$ cat config.mk
export PLATFORM = sky130hd
export DESIGN_NAME = ir_fetch_ctrl_flat
export DESIGN_NICKNAME = d
export VERILOG_FILES = /design/src/rtl/ir_fetch_ctrl_pkg.sv /design/src/rtl/ir_fetch_ctrl_if.sv /design/src/rtl/ir_fetch_ctrl_fetch_buf.sv /design/src/rtl/ir_fetch_ctrl.sv /design/src/flat_wrapper.sv
export SDC_FILE = /design/constraint.sdc
export NUM_CORES = 1
export LEC_CHECK = 0
export ABC_AREA = 0
export ABC_CLOCK_PERIOD_IN_PS = 2500
export CORE_ASPECT_RATIO = 1.2
export CORE_UTILIZATION = 47
export DETAILED_ROUTE_END_ITERATION = 6
export HOLD_SLACK_MARGIN = 0.15
export PLACE_DENSITY = 0.88
export REMOVE_ABC_BUFFERS = 1
export SLEW_MARGIN = 40
export SYNTH_ARGS = -nofsm -noshare
export SYNTH_HDL_FRONTEND = slang
export SYNTH_SLANG_ARGS = --single-unit
$ cat constraint.sdc
create_clock -name clk -period 2.5 [get_ports clk]
set_input_delay 0.5 -clock clk [delete_from_list [all_inputs] [get_ports clk]]
set_output_delay 0.5 -clock clk [all_outputs]
set_load 0.02 [all_outputs]
$ cat src/rtl/ir_fetch_ctrl_pkg.sv
// Shared LC-3b types for the instruction-fetch controller: data words, opcode,
// fetch state encoding and the PC increment.
package ir_fetch_ctrl_pkg;

   typedef logic [15:0] lc3b_word;
   typedef logic [3:0]  lc3b_opcode;

   typedef enum logic [1:0] {
      FETCH,
      HOLD,
      DRAIN
   } lc3b_fetch_state;

   localparam lc3b_word LC3B_PC_STEP = 16'd2;

   // Instruction addresses are always word aligned.
   function automatic lc3b_word align_pc(input lc3b_word a);
      return a & 16'hFFFE;
   endfunction

endpackage

$ cat src/rtl/ir_fetch_ctrl_if.sv
// Fetch controller bus: memory read handshake, IR valid/ready handshake to the
// consumer, and the control-flow redirect request.
interface ir_fetch_ctrl_if;
   import ir_fetch_ctrl_pkg::*;

   lc3b_word   mem_address;
   logic       mem_read;
   logic       mem_resp;
   lc3b_word   mem_rdata;
   lc3b_word   ir_out;
   lc3b_opcode ir_opcode;
   lc3b_word   ir_pc;
   logic       ir_valid;
   logic       ir_ready;
   logic       redirect;
   lc3b_word   redirect_pc;

   modport master (
      output mem_address, mem_read, ir_out, ir_opcode, ir_pc, ir_valid,
      input  mem_resp, mem_rdata, ir_ready, redirect, redirect_pc
   );

   modport slave (
      input  mem_address, mem_read, ir_out, ir_opcode, ir_pc, ir_valid,
      output mem_resp, mem_rdata, ir_ready, redirect, redirect_pc
   );

endinterface

$ cat src/rtl/ir_fetch_ctrl_fetch_buf.sv
// One instruction entry: word, fetch address and valid flag. Load wins over
// clear when both are requested in the same cycle.
module fetch_buf
   import ir_fetch_ctrl_pkg::*;
(
   input  logic     clk,
   input  logic     rst,
   input  logic     load,
   input  logic     clear,
   input  lc3b_word load_word,
   input  lc3b_word load_pc,
   output lc3b_word word,
   output lc3b_word pc,
   output logic     valid
);

   always_ff @(posedge clk) begin
      if (rst) begin
         word  <= '0;
         pc    <= '0;
         valid <= 1'b0;
      end else if (load) begin
         word  <= load_word;
         pc    <= load_pc;
         valid <= 1'b1;
      end else if (clear) begin
         valid <= 1'b0;
      end
   end

endmodule

$ cat src/rtl/ir_fetch_ctrl.sv
// LC-3b instruction-fetch controller: sequences reads at pc, holds the IR for the
// consumer and drains reads abandoned by a redirect. IR_PREFETCH_EN adds a one-entry prefetch buffer.
module ir_fetch_ctrl
   import ir_fetch_ctrl_pkg::*;
#(
   parameter lc3b_word RESET_PC = 16'h0000
) (
   input  logic            clk,
   input  logic            rst,
   ir_fetch_ctrl_if.master bus
);

   localparam lc3b_word START_PC = RESET_PC & 16'hFFFE;

   lc3b_fetch_state state, state_next;
   lc3b_word        pc, pc_next;
   lc3b_word        drain_addr, drain_next;
   lc3b_word        new_pc;
   logic            accept;

   logic            ir_load, ir_clear, ir_valid;
   lc3b_word        ir_word, ir_pc, ld_word, ld_pc;

`ifdef IR_PREFETCH_EN
   logic            pf_load, pf_clear, pf_valid;
   lc3b_word        pf_word, pf_pc;
`endif

   assign new_pc = align_pc(bus.redirect_pc);
   assign accept = ir_valid & bus.ir_ready;

   always_ff @(posedge clk) begin
      if (rst) begin
         state      <= FETCH;
         pc         <= START_PC;
         drain_addr <= START_PC;
      end else begin
         state      <= state_next;
         pc         <= pc_next;
         drain_addr <= drain_next;
      end
   end

   always_comb begin
      state_next = state;
      pc_next    = pc;
      drain_next = drain_addr;
      ir_load    = 1'b0;
      ir_clear   = 1'b0;
      ld_word    = bus.mem_rdata;
      ld_pc      = pc;
`ifdef IR_PREFETCH_EN
      pf_load    = 1'b0;
      pf_clear   = 1'b0;
`endif
      case (state)
         FETCH: begin
            if (bus.redirect) begin
               pc_next = new_pc;
               // A request cannot be withdrawn, so keep its address until it completes.
               if (!bus.mem_resp) begin
                  state_next = DRAIN;
                  drain_next = pc;
               end
            end else if (bus.mem_resp) begin
               ir_load    = 1'b1;
               pc_next    = pc + LC3B_PC_STEP;
               state_next = HOLD;
            end
         end
         DRAIN: begin
            if (bus.redirect) pc_next = new_pc;
            if (bus.mem_resp) state_next = FETCH;
         end
         HOLD: begin
`ifdef IR_PREFETCH_EN
            if (bus.redirect) begin
               ir_clear   = 1'b1;
               pf_clear   = 1'b1;
               pc_next    = new_pc;
               state_next = FETCH;
               // An empty buffer means a prefetch read is on the bus.
               if (!pf_valid && !bus.mem_resp) begin
                  state_next = DRAIN;
                  drain_next = pc;
               end
            end else if (accept) begin
               if (pf_valid) begin
                  ir_load  = 1'b1;
                  ld_word  = pf_word;
                  ld_pc    = pf_pc;
                  pf_clear = 1'b1;
               end else if (bus.mem_resp) begin
                  ir_load = 1'b1;
                  pc_next = pc + LC3B_PC_STEP;
               end else begin
                  ir_clear   = 1'b1;
                  state_next = FETCH;
               end
            end else if (bus.mem_resp && !pf_valid) begin
               pf_load = 1'b1;
               pc_next = pc + LC3B_PC_STEP;
            end
`else
            if (bus.redirect) begin
               ir_clear   = 1'b1;
               pc_next    = new_pc;
               state_next = FETCH;
            end else if (accept) begin
               ir_clear   = 1'b1;
               state_next = FETCH;
            end
`endif
         end
         default: state_next = FETCH;
      endcase
   end

   fetch_buf ir_buf (
      .clk       (clk),
      .rst       (rst),
      .load      (ir_load),
      .clear     (ir_clear),
      .load_word (ld_word),
      .load_pc   (ld_pc),
      .word      (ir_word),
      .pc        (ir_pc),
      .valid     (ir_valid)
   );

`ifdef IR_PREFETCH_EN
   fetch_buf pf_buf (
      .clk       (clk),
      .rst       (rst),
      .load      (pf_load),
      .clear     (pf_clear),
      .load_word (bus.mem_rdata),
      .load_pc   (pc),
      .word      (pf_word),
      .pc        (pf_pc),
      .valid     (pf_valid)
   );

   assign bus.mem_read = ~rst & ((state != HOLD) | ~pf_valid);
`else
   assign bus.mem_read = ~rst & (state != HOLD);
`endif

   assign bus.mem_address = (state == DRAIN) ? drain_addr : pc;
   assign bus.ir_out      = ir_word;
   assign bus.ir_opcode   = ir_word[15:12];
   assign bus.ir_pc       = ir_pc;
   assign bus.ir_valid    = ir_valid;

endmodule

$ cat src/flat_wrapper.sv
// flat-port wrapper written by rule: the top's interface ports become plain ports
module ir_fetch_ctrl_flat import ir_fetch_ctrl_pkg::*;
#(
   parameter lc3b_word RESET_PC = 16'h0000
)
  (clk, rst, bus_mem_address, bus_mem_read, bus_ir_out, bus_ir_opcode, bus_ir_pc, bus_ir_valid, bus_mem_resp, bus_mem_rdata, bus_ir_ready, bus_redirect, bus_redirect_pc);
  ir_fetch_ctrl_if bus_i ();
  input  logic clk;
  input  logic rst;
  output wire logic [$bits(bus_i.mem_address)-1:0] bus_mem_address;
  output wire logic [$bits(bus_i.mem_read)-1:0] bus_mem_read;
  output wire logic [$bits(bus_i.ir_out)-1:0] bus_ir_out;
  output wire logic [$bits(bus_i.ir_opcode)-1:0] bus_ir_opcode;
  output wire logic [$bits(bus_i.ir_pc)-1:0] bus_ir_pc;
  output wire logic [$bits(bus_i.ir_valid)-1:0] bus_ir_valid;
  input wire logic [$bits(bus_i.mem_resp)-1:0] bus_mem_resp;
  input wire logic [$bits(bus_i.mem_rdata)-1:0] bus_mem_rdata;
  input wire logic [$bits(bus_i.ir_ready)-1:0] bus_ir_ready;
  input wire logic [$bits(bus_i.redirect)-1:0] bus_redirect;
  input wire logic [$bits(bus_i.redirect_pc)-1:0] bus_redirect_pc;
  assign bus_mem_address = bus_i.mem_address;
  assign bus_mem_read = bus_i.mem_read;
  assign bus_ir_out = bus_i.ir_out;
  assign bus_ir_opcode = bus_i.ir_opcode;
  assign bus_ir_pc = bus_i.ir_pc;
  assign bus_ir_valid = bus_i.ir_valid;
  assign bus_i.mem_resp = bus_mem_resp;
  assign bus_i.mem_rdata = bus_mem_rdata;
  assign bus_i.ir_ready = bus_ir_ready;
  assign bus_i.redirect = bus_redirect;
  assign bus_i.redirect_pc = bus_redirect_pc;
  ir_fetch_ctrl #(.RESET_PC(RESET_PC)) u_core (.clk(clk), .rst(rst), .bus(bus_i));
endmodule
### Yosys cells after proc, flatten, opt, wreduce, memory -nomap -nowiden

Index checks and enable logic that the tools add are counted.

| storage, ports and cells | value |
|---|---|
| logic and storage cells | 46 |
| bits in registers | 67 |
| bits of input ports | 37 |

| operators by class | value |
|---|---|
| add/subtract/negate cells | 1 |
| bitwise gates (word level) | 4 |
| multiplexer cells | 20 |
| reductions and logical operators | 7 |
| eq/ne operators | 8 |

Operators with widths:

| cell | number |
|---|---|
| $mux W16 | 4 |
| $pmux W16 S2 | 1 |
| $add A16 B2 Y16 const B | 1 |
| $mux W2 | 6 |
| $mux W1 | 8 |
| $ne A3 B3 Y1 const B | 2 |
| $pmux W2 S3 | 1 |
| $reduce_and A3 Y1 | 2 |
| $ne A2 B1 Y1 const B | 2 |
| $reduce_and A4 Y1 | 1 |
| $reduce_bool A2 Y1 | 2 |
| $ne A3 B2 Y1 const B | 1 |
| $and A1 B1 Y1 | 2 |
| $eq A2 B1 Y1 const B | 1 |
| $eq A2 B2 Y1 const B | 1 |
| $logic_not A2 Y1 | 1 |
| $ne A2 B2 Y1 const B | 1 |
| $not A1 Y1 | 2 |
| $reduce_or A2 Y1 | 1 |

### Longest topological paths before layout

Gate-level depths: netlist of the first run.

| depth | value |
|---|---|
| depth after elaboration | 6 |
| mapped depth | 8 |
| mapped depth without buffers | 6 |

### By module

From an unflattened synthesis of the first run, not the netlist that was laid out.

| second synthesis, totals | value |
|---|---|
| cell total of the unflattened synthesis | 356 |
| area total of the unflattened synthesis | 3158.0 um2 |

By module, submodules not included:

| module | cells each | area an instance (um2) | instances | sequential area each (um2) |
|---|---|---|---|---|
| ir_fetch_ctrl | 248 | 1953.1 | 1 | 640.6 |
| fetch_buf | 108 | 1204.9 | 1 | 660.6 |

### Worst setup path before layout of the first run

No wires, ideal clock.

| timing path | value |
|---|---|
| kind | reg-to-reg |
| start | register u_core.pc[1], in the netlist u_core.ld_pc[1] |
| end | register u_core.pc[13], in the netlist u_core.ld_pc[13] |
| stages on the path, launching flop included | 6 |
| library setup time | 0.086 ns |
| required time | 2.414 ns |
| path slack | 0.486 ns |
| arrival time | 1.928 ns |
| cell sequence | dfxtp_1 > ha_1 > and4_4 > or4b_4 > or3_1 > a221oi_2 |

| between the ends | value |
|---|---|
| cells in the longest elaborated chain, start to end | 4 |

Ends and longest elaborated chain:

| what | line | RTL |
|---|---|---|
| from (decl) | ir_fetch_ctrl.sv:16 | `lc3b_word pc, pc_next;` |
| from (signal assigned) | ir_fetch_ctrl.sv:39 | `pc <= pc_next;` |
| $add A16 B2 Y16 | ir_fetch_ctrl.sv:67 | `pc_next = pc + LC3B_PC_STEP;` |
| $mux W16 | ir_fetch_ctrl.sv:65 | `end else if (bus.mem_resp) begin` |
| $mux W16 | ir_fetch_ctrl.sv:58 | `if (bus.redirect) begin` |
| $pmux W16 S2 | ir_fetch_ctrl.sv:56 | `case (state)` |

No other way between the ends. The select of a mux whose other input is x is not followed.
A chain may end at the register's enable or synchronous reset.

### Final worst setup path of the first run

| timing path | value |
|---|---|
| start | register u_core.state[0] |
| end | output bus_mem_address[5] |

| between the ends | value |
|---|---|
| cells in the longest elaborated chain, start to end | 2 |

Ends and longest elaborated chain:

| what | line | RTL |
|---|---|---|
| from (decl) | ir_fetch_ctrl.sv:15 | `lc3b_fetch_state state, state_next;` |
| from (signal assigned) | ir_fetch_ctrl.sv:38 | `state <= state_next;` |
| $eq A2 B2 Y1 | ir_fetch_ctrl.sv:149 | `assign bus.mem_address = (state == DRAIN) ? drain_addr : pc;` |
| $mux W16 | ir_fetch_ctrl.sv:149 |  |
| to (decl) | flat_wrapper.sv:10 | `output wire logic [$bits(bus_i.mem_address)-1:0] bus_mem_address;` |

No other way between the ends.

==> results.cfg, run 1 <==
[setup_path]
r2r_slack_ns = 0.34
reg2reg_depth = 6
critPathKind = reg2out
crit_fanout = 15
crit_arrival_ns = 1.83
critPathLaunchType = flip-flop
worst_setup_path_end_kind = output pin
startpoint = u_core.state[0]
r2r_end = u_core.ld_pc[13]
worstPathRequired_ns = 2.00
reg2reg_from = u_core.state[0]

[sta]
rsz0062_at_grt = false
skew_ns = 0.008234
tns_ns = 0
layout_min_cycle_time_ns = 2.328
tightest_slew_ns = 0.4981
hold_viol_final = 0
whs_ns = 0.4541
slew_violations = 0
setup_viol = 0
max_freq_ghz = 0.4296
slew_headroom = 0.6667
period_share = 0.9310
timing.final.ws_setup_ns = 0.1725

[detailed_routing]
drc_errors = 0
drtIter0Drc = 237
dr.pass1.iters = 5
avgViaCountPerCell = 5.470
vias = 3085
routed_wl_um = 8349
avgRoutedWirePerCell_um = 14.80
drtAntennaViolNets = 0

[logic_synthesis]
netlist_instances = 396
ys_async_sr_fraction = 0
synth_area_um2 = 3028
ys.flop_type = dfxtp_1
yosysSeqAreaShare = 0.4231
syn_area_per_cell_um2 = 7.646
synth_edf_count = 0
ys_ff_latch = 64
synth_warnings = 0
synth.distinct_cells = 49

[run]
drv_cap = 0

[final_layout]
layout-drive-gt1-share = 0.1058
multiInputGateArea_um2 = 1554
final_cell_count_no_fill = 564
nets = 518
antenna_cells = 0
n_fill_cell = 537
mostFrequentLayoutCells = nand2_1 (113), clkdlybuf4s50_1 (71), dfxtp_1 (64)
layout_commonest_cell = nand2_1
seqCellArea_um2 = 1281
area_growth_pct = 37.93

[worst_hold_path]
min-delay-start = u_core.ir_buf.word[11]
holdPathEnd = u_core.ir_buf.word[11]
min_path_type = reg2reg
hold_depth = 2

[grt]
grt_overflow = 0
grt_start_max_net_pins = 29
grt_pass1_wl_um = 13410
first_global_vias = 2865
track_usage = 0.2585
antenna_found_initial = 0

[floorplanning]
rows = 31
ios = 91
die_area_um2 = 6769
die_h_um = 89.93
fp.dieW_um = 75.27
start_util = 0.4941
coreArea_um2 = 6128

[pwr]
power_uw = 2785
max-vdd-ir-drop_v = 0.0004398
p_leak_uw = 0.001528
power_density_nw_per_um2 = 666.8

[clocking]
cts_buffers = 9
path_clk_slew_ns = 0.07
post-cts-setup-buffers = 0
hold_buffers = 0
cts_buffer_depth = 2
cts_tree = yes
insertion_delay_ns = 0.35
htree_levels = 3
root_buffer = clkbuf_8
clock_sinks = 64

[placed_design]
hpwl_um = 5844
gp_congestion = 0.8896
dp_slack_ns = 0.1279
numPlacedInstances = 548
portBuffers = 87

[outcome]
status = finished, final reports clean
-- registers in the layout, summed over array words and instances (netlist names) --
register / count
u_core.drain_addr: 15
u_core.ir_buf.pc: 15
u_core.ir_buf.valid: 1
u_core.ir_buf.word: 16
u_core.ld_pc: 15
u_core.state: 2
-- where the power goes --
group	leakage [µW]	switching, µW	total [µW]	internal, µW
Sequential	0.000521	70.5	1160	1090
Clock	0.000110	431	993	563
Combinational	0.000897	355	635	280
-- through the flow --
step	instance area (µm²)	util
finish	4177	0.6815
global route	4177	0.6815
CTS	4177	0.6815
detailed placement	3976	0.6488
global placement	3976	0.6488
floorplan	2873	-
-- per-layer routing --
layer  up-vias  global-route usage  share of wire
met5         -                   0              0
met4         0              0.1173          0.028
met3        20             0.05157          0.058
met2       123              0.4362           0.52
met1      1425              0.3078           0.40
li1       1517                   -              -
-- critical path: stages, from the launching register on --
cell           delay, ns
dfxtp_1             0.34
inv_1               0.09
ha_1                0.16
buf_4               0.21
mux2_2              0.36
dlygate4sd2_1       0.32
-- worst max path at each step --
| stage | endpoint | slack [ns] | depth (start not counted) |
|---|---|---|---|
| 3_3_place_gp | u_core.ld_pc[8] | 0.23 | 6 |
| 2_1_floorplan | u_core.ld_pc[13] | 0.49 | 5 |
| 6_report | bus_mem_address[5] | 0.17 | 5 |
| 4_1_cts | bus_mem_address[15] | 0.16 | 5 |
| 5_1_grt | bus_mem_address[7] | 0.10 | 5 |
| 3_5_place_dp | u_core.ld_pc[6] | 0.13 | 6 |
-- kinds of logic (layout without fill, tap and decap cells) --
| family | Yosys count | in the layout | synth area share |
|---|---|---|---|
| and+or+nand+nor | 167 | 167 | 0.2483 |
| other | 1 | 2 | 0.001238 |
| adders and majority gates | 4 | 4 | 0.01653 |
| DFF | 64 | 64 | 0.4231 |
| AOI/OAI and AO/OA | 100 | 100 | 0.1959 |
| buffers and inverters | 46 | 131 | 0.06487 |
| muxes | 14 | 14 | 0.05000 |
-- synthesized netlist by cell type, drive strengths merged (2+ instances only) --
cell | number | area [µm²]
buf | 8 | 53.79
o21ai | 15 | 75.07
nor2 | 11 | 41.29
or3 | 4 | 25.02
mux2i | 5 | 50.05
a211o | 2 | 17.52
nand4b | 3 | 26.28
nand2 | 113 | 424.2
or4 | 3 | 22.52
mux2 | 9 | 101.4
nor4 | 4 | 25.02
o31a | 2 | 18.77
a21oi | 56 | 280.3
and2 | 5 | 31.28
and3 | 2 | 12.51
nand2b | 4 | 25.02
dfxtp | 64 | 1281
ha | 4 | 50.05
a31oi | 2 | 12.51
a32oi | 2 | 17.52
o211ai | 3 | 22.52
inv | 9 | 33.78
o31ai | 2 | 15.01
o22ai | 3 | 18.77
a211oi | 3 | 22.52
clkbuf | 28 | 105.1
nand4 | 2 | 12.51
o32ai | 3 | 26.28
nand3 | 9 | 45.04
-- timing repair --
item / in CTS / in global routing
hold endpoints to repair: 0 / 0
endpoints found under the setup margin: 15 / 0
resized for setup: 15 / 0
-- area by class of cell --
| class | instances | share of cell area |
|---|---|---|
| inverters | 10 | 0.008987 |
| well taps | 82 | 0.02457 |
| flip-flops and latches | 64 | 0.3068 |
| clock buffers | 9 | 0.02966 |
| repair buffers | 105 | 0.2352 |
| multi-input cells | 287 | 0.3721 |
| clock inverters | 7 | 0.02277 |
Note: power is estimated with default switching activity, not from simulation.
==> run 2, diff against run 1 <==
--- a/config.mk
+++ b/config.mk
@@ -8,6 +8,7 @@
 export ABC_AREA = 0
 export ABC_CLOCK_PERIOD_IN_PS = 2500
 export CORE_ASPECT_RATIO = 1.2
+export CORE_MARGIN = 1
 export CORE_UTILIZATION = 47
 export DETAILED_ROUTE_END_ITERATION = 6
 export HOLD_SLACK_MARGIN = 0.15
==> results of run 2 <==
Same layout as run 1: the final DEF is identical, and so are final timing and power.
==> run 3, diff against run 2 <==
--- a/config.mk
+++ b/config.mk
@@ -8,10 +8,8 @@
 export ABC_AREA = 0
 export ABC_CLOCK_PERIOD_IN_PS = 2500
 export CORE_ASPECT_RATIO = 1.2
-export CORE_MARGIN = 1
 export CORE_UTILIZATION = 47
 export DETAILED_ROUTE_END_ITERATION = 6
-export HOLD_SLACK_MARGIN = 0.15
 export PLACE_DENSITY = 0.88
 export REMOVE_ABC_BUFFERS = 1
 export SLEW_MARGIN = 40
==> results of run 3 <==
Same layout as run 1: the final DEF is identical, and so are final timing and power.
